===== config.mk =====
export PLATFORM = sky130hd
export DESIGN_NAME = merge_2to1_rr
export DESIGN_NICKNAME = d
export VERILOG_FILES = /design/src/rtl/merge_2to1_rr.sv
export SDC_FILE = /design/constraint.sdc
export NUM_CORES = 1
export LEC_CHECK = 0
export ABC_AREA = 1
export CORE_MARGIN = 4
export CORE_UTILIZATION = 30
export CTS_CLUSTER_SIZE = 24
export DETAILED_ROUTE_END_ITERATION = 8
export PLACE_DENSITY = 0.68
export SLEW_MARGIN = 20
export SYNTH_ARGS = -nofsm -noshare
export SYNTH_HDL_FRONTEND = slang
export SYNTH_SLANG_ARGS = --single-unit

===== constraint.sdc =====
create_clock -name clk -period 2.8 [get_ports clk]
set_input_delay 0.42 -clock clk [delete_from_list [all_inputs] [get_ports clk]]
set_output_delay 0.42 -clock clk [all_outputs]
set_load 0.02 [all_outputs]

===== src/rtl/merge_2to1_rr.sv =====
// merge_2to1_rr: two valid/ready streams merged into one registered output.
// Round-robin arbitration between the channels; once a packet's first beat is
// granted, that channel keeps the grant until its last beat is accepted.
// out_sel tags each output beat with the channel it came from.
module merge_2to1_rr #(
  parameter int WIDTH = 8
) (
  input  logic             clk,
  input  logic             rst,
  input  logic [WIDTH-1:0] din0,
  input  logic             last0,
  input  logic             valid0,
  output logic             ready0,
  input  logic [WIDTH-1:0] din1,
  input  logic             last1,
  input  logic             valid1,
  output logic             ready1,
  output logic [WIDTH-1:0] out_data,
  output logic             out_sel,
  output logic             out_last,
  output logic             out_valid,
  input  logic             out_ready
);

  typedef enum logic [1:0] {
    IDLE  = 2'd0,
    LOCK0 = 2'd1,
    LOCK1 = 2'd2
  } state_t;

  state_t           state_r;
  state_t           state_nxt_s;
  logic             rr_ptr_r;      // channel that won the most recent packet
  logic             rr_ptr_nxt_s;
  logic             space_s;
  logic             winner_s;
  logic             ready0_s;
  logic             ready1_s;
  logic             accept_s;
  logic             acc_last_s;
  logic [WIDTH-1:0] acc_data_s;

  // The output register can take a beat when it is empty or draining now.
  assign space_s = !out_valid || out_ready;

  // Pick the granted channel and raise its ready; the other channel waits.
  always_comb begin
    winner_s = 1'b0;
    ready0_s = 1'b0;
    ready1_s = 1'b0;
    case (state_r)
      IDLE: begin
        if (valid0 && valid1) begin
          winner_s = !rr_ptr_r;
        end else if (valid1) begin
          winner_s = 1'b1;
        end else begin
          winner_s = 1'b0;
        end
        if (valid0 || valid1) begin
          ready0_s = space_s && !winner_s;
          ready1_s = space_s && winner_s;
        end else begin
          ready0_s = 1'b0;
          ready1_s = 1'b0;
        end
      end
      LOCK0: begin
        winner_s = 1'b0;
        ready0_s = space_s;
      end
      LOCK1: begin
        winner_s = 1'b1;
        ready1_s = space_s;
      end
      default: begin
        winner_s = 1'b0;
        ready0_s = 1'b0;
        ready1_s = 1'b0;
      end
    endcase
  end

  assign ready0   = ready0_s;
  assign ready1   = ready1_s;
  assign accept_s = (valid0 && ready0_s) || (valid1 && ready1_s);

  // Mux the granted channel's beat toward the output register.
  always_comb begin
    acc_data_s = din0;
    acc_last_s = last0;
    if (winner_s) begin
      acc_data_s = din1;
      acc_last_s = last1;
    end else begin
      acc_data_s = din0;
      acc_last_s = last0;
    end
  end

  // Next lock state and round-robin pointer, driven by accepted beats only.
  always_comb begin
    state_nxt_s  = state_r;
    rr_ptr_nxt_s = rr_ptr_r;
    case (state_r)
      IDLE, LOCK0, LOCK1: begin
        if (accept_s) begin
          if (acc_last_s) begin
            state_nxt_s  = IDLE;
            rr_ptr_nxt_s = winner_s;
          end else if (winner_s) begin
            state_nxt_s = LOCK1;
          end else begin
            state_nxt_s = LOCK0;
          end
        end else begin
          state_nxt_s  = state_r;
          rr_ptr_nxt_s = rr_ptr_r;
        end
      end
      default: begin
        state_nxt_s  = IDLE;
        rr_ptr_nxt_s = rr_ptr_r;
      end
    endcase
  end

  // Arbiter state register; reset favours channel 0 on the first tie.
  always_ff @(posedge clk) begin
    if (rst) begin
      state_r  <= IDLE;
      rr_ptr_r <= 1'b1;
    end else begin
      state_r  <= state_nxt_s;
      rr_ptr_r <= rr_ptr_nxt_s;
    end
  end

  // Output register: load on accept, empty on transfer, otherwise hold.
  always_ff @(posedge clk) begin
    if (rst) begin
      out_valid <= 1'b0;
      out_data  <= {WIDTH{1'b0}};
      out_sel   <= 1'b0;
      out_last  <= 1'b0;
    end else if (accept_s) begin
      out_valid <= 1'b1;
      out_data  <= acc_data_s;
      out_sel   <= winner_s;
      out_last  <= acc_last_s;
    end else if (out_valid && out_ready) begin
      out_valid <= 1'b0;
    end else begin
      out_valid <= out_valid;
    end
  end

endmodule


# After elaboration in Yosys (flattened, before gate mapping)
# Index checks and enable logic that the tools add are counted.
# op_classes
n_reduce_logical,17
shift,0
n_mul,0
n_addsub,0
mux,14
n_div,0
n_eq_ne,2
bitwise_logic,1
n_lt_le_gt_ge,0
# op_table
operator,count
$mux 1,8
$mux 8,1
$logic_and 1x1->1,6
$pmux 1 s2,3
$mux 2,2
$logic_not 1->1,3
$logic_or 1x1->1,3
$reduce_and 3->1,1
$reduce_or 3->1,1
$eq 2x1->1 const B,1
$eq 2x2->1 const B,1
$logic_not 2->1,1
$reduce_bool 2->1,1
$reduce_or 2->1,1
$not 1->1,1
# word_totals
input_bits,23
rom_bits,0
ramBits,0
latchBits,0
word_cells,40
register_bits,14
mem_count,0
out_inout_bits,13

# Logic depth before layout (Yosys ltp)
# logic_depth
depth_word,10
mapped_depth,8
mapped_depth_nobuf,8

# Worst setup path before layout
# Ideal clock, no wire load.
# synth_path
kind,in2out
from,input valid0
to,output ready1
n_path_buf,0
stages,5
arrival_ps,1172
slack_ps,1208
t_required_ps,2380
path_cell_list,nand2_1 -> nand3_2 -> nand2_2 -> clkinv_1 -> nor2_1
# synth_via
elab_chain_len,6
word_cells_on_any_way,7
classes_between,mux: 4; reduce/logical: 3
# synth_lines
element,line,rtl
"start, declared",12,"input logic valid0,"
$logic_and 1x1->1,53,if (valid0 && valid1) begin
$mux 1,53,
$mux 1,51,case (state_r)
$logic_and 1x1->1,62,ready1_s = space_s && winner_s;
$mux 1 *,60,if (valid0 || valid1) begin
$pmux 1 s2 *,51,
"end, declared",17,"output logic ready1,"
# Every way passes the cells marked *; elsewhere a longest branch is shown, timed or not. The select of a mux whose other input is x is not followed.

# Final worst setup path
# Ends and elaborated chain as after synthesis.

==> impl_metrics.ini <==
[status]
status = completed

[critical_path]
cp_data_arrival_time_ps = 1920
crit_chain = clkdlybuf4s50_1 -> nand2_1 -> nand3_2 -> nand2_2 -> clkinv_1 -> nor2_1 -> clkdlybuf4s50_1
crit_top_cell = clkdlybuf4s50_1
crit_required_ps = 2380
worst-setup-path-type = input port to primary output
endpoint_kind = primary output
cp_max_fo = 3
critPathMaxStageDelay_ps = 610
crit_slowest_cell = clkdlybuf4s50_1
start_kind = input port

[clock_tree]
cts_made_buffers = 3
post-cts-setup-buffers = 0
htreeDepth = 1
clock_latency_ps = 270
ctsHoldBuffers = 0
clock_path_buffers = 2
cts-root-buf = clkbuf_4
cts_tree = done
clkTransAtPathRegs_ps = 80
cts_resized = 0
cts.sinks = 14

[placement]
dp_hpwl_microns = 1415
post_dp_cell_area_sq_um = 1096
dp_cells = 170
place_congestion = 0.7722
portBuffers = 35

[power]
p_int_mw = 0.5058
power.leakage_nw = 0.5384
ir_worst_vdd_v = 0.0004201
sequentialPowerShare_pct = 33.3
p_comb_share_pct = 49.2
clkPwrFrac_pct = 17.5
p_switching_mw = 0.3127
power.total_mw = 0.8185
sw_frac_of_total_pct = 38.20
powerDensity_nw_per_um2 = 722.8

[sta]
tns_ps = 0
rsz0062_at_grt = false
finalSetupViolations = 0
slew_headroom_pct = 74.67
tightest_slew_ps = 378.7
slew_viol_final = 0
finClkSkew_ps = 0.8363
min_period_ps = 2343
max_freq_mhz = 426.8
period_share_pct = 83.69
hold_viol_final = 0

[synthesis]
syn_nets = 131
synth.avg_cell_area_sq_um = 6.627
ys_warn_count = 0
ys_seq_elements = 14
syn_inst = 108
netlist_area_sq_um = 715.7
seq_area_frac_synth_pct = 39.16
yosys.cell_types.count = 18

[final_layout]
n_antenna_cell = 0
instances_no_fill = 174
design_area_sq_um = 1132
nets = 170
area_delta_synth_final_pct = 58.22
drive_above_1_share_pct = 8.219

[floorplan]
rows = 17
dieArea_sq_um = 3231
die_w_microns = 56.84
start_util_pct = 32.04
pin_count = 36
fp.coreArea_sq_um = 2233
die_h_microns = 56.84

[detailed_routing]
route.detailed.drc = 0
drtAntennaViolNets = 0
drt_iter0_markers = 6
num_vias = 790
wire_per_inst_microns = 10.47
drt_first_pass_iters = 4
viasPerCell = 4.540
wl_microns = 1822

[global_route]
grt_start_max_net_pins = 15
grt_pass1_vias = 760
antenna_found_initial = 0
grt_pass1_wl_microns = 3091
grt_overflow = 0
grtUsageTotal_pct = 11.91

[flow_run]
cap_violations = 0

[min_path]
hp-class = flip-flop to flip-flop
[through the flow]
| step | hold WS, ps | util, % | setup slack [ps] |
|---|---|---|---|
| finish | 463.4 | 50.70 | 456.7 |
| global route | 481.0 | 50.70 | 404.8 |
| CTS | 465.0 | 50.70 | 452.6 |
| detailed placement | 442.1 | 49.08 | 470.1 |
| global placement | 452.2 | 49.08 | 478.5 |
| floorplan | 428.7 | - | 1208 |
[final timing paths]
path	start	end	slack, ps	cells after the start
worst max-delay path	valid0	ready1	460	7
worst min-delay path	rr_ptr_r	rr_ptr_r	460	2
worst max register to register	state_r[0]	out_data[7]	1240	9
worst min register to register	rr_ptr_r	rr_ptr_r	460	2
[registers in the layout (all words and copies together), names as in the netlist]
name	count
out_data	8
out_last	1
out_sel	1
out_valid	1
rr_ptr_r	1
state_r	2
[layer usage]
metal | global-route usage (%) | vias up | part of all wire (%)
li1 | - | 416 | -
met3 | 4.368 | 2 | 11
met1 | 14.19 | 343 | 44
met4 | 4.967 | 0 | 0.77
met5 | 0 | - | 0
met2 | 19.14 | 29 | 44
[cells in the mapped netlist (all sizes together)]
master | instances | share of area, %
a21boi | 1 | 1.0
o21bai | 10 | 10
a21oi | 1 | 0.70
buf | 2 | 2.3
inv | 7 | 3.7
nand3 | 8 | 7.0
nand2 | 35 | 19
clkinv | 1 | 0.52
clkbuf | 1 | 0.52
o21ai | 1 | 0.70
nor2 | 26 | 14
and2 | 1 | 0.87
dfxtp | 14 | 39
[cell type report]
cell class,instances,area [sq um]
Sequential cell,14,280.3
Clock buffer,4,36.28
Timing Repair Buffer,37,365.4
Fill cell,232,1101
Tap cell,28,35.03
Inverter,8,30.03
Multi-Input combinational cell,83,385.4
[power groups by stage]
stage	logic (mW)	registers [mW]	clock network, mW
3_5_place_dp	0.406	0.277	0
6_report	0.402	0.273	0.143
5_1_grt	0.447	0.280	0.157
4_1_cts	0.408	0.273	0.150
3_3_place_gp	0.403	0.276	0
2_1_floorplan	0.197	0.321	0
[critical path: cells and delay by family]
family        cells  cell delay [ps]
simple gates      4              370
buf+inv           3             1140
[cells by family (layout without fill, tap and decap cells)]
group	Yosys count	in the layout	synth area share, %
flops	14	14	39.16
compound gates	13	13	12.94
buf+inv	11	49	6.990
simple gates	70	70	40.91
[cells in the final DEF, fill, tap and decap left out, drive strengths merged]
master         synthesis  layout
a21boi                 1       1
a21oi                  1       1
and2                   1       1
buf                    2       2
clkbuf                 1       4
clkdlybuf4s50          0      35
clkinv                 1       1
dfxtp                 14      14
inv                    7       7
nand2                 35      35
nand3                  8       8
nor2                  26      26
o21ai                  1       1
o21bai                10      10
(Power assumes the default switching activity.)
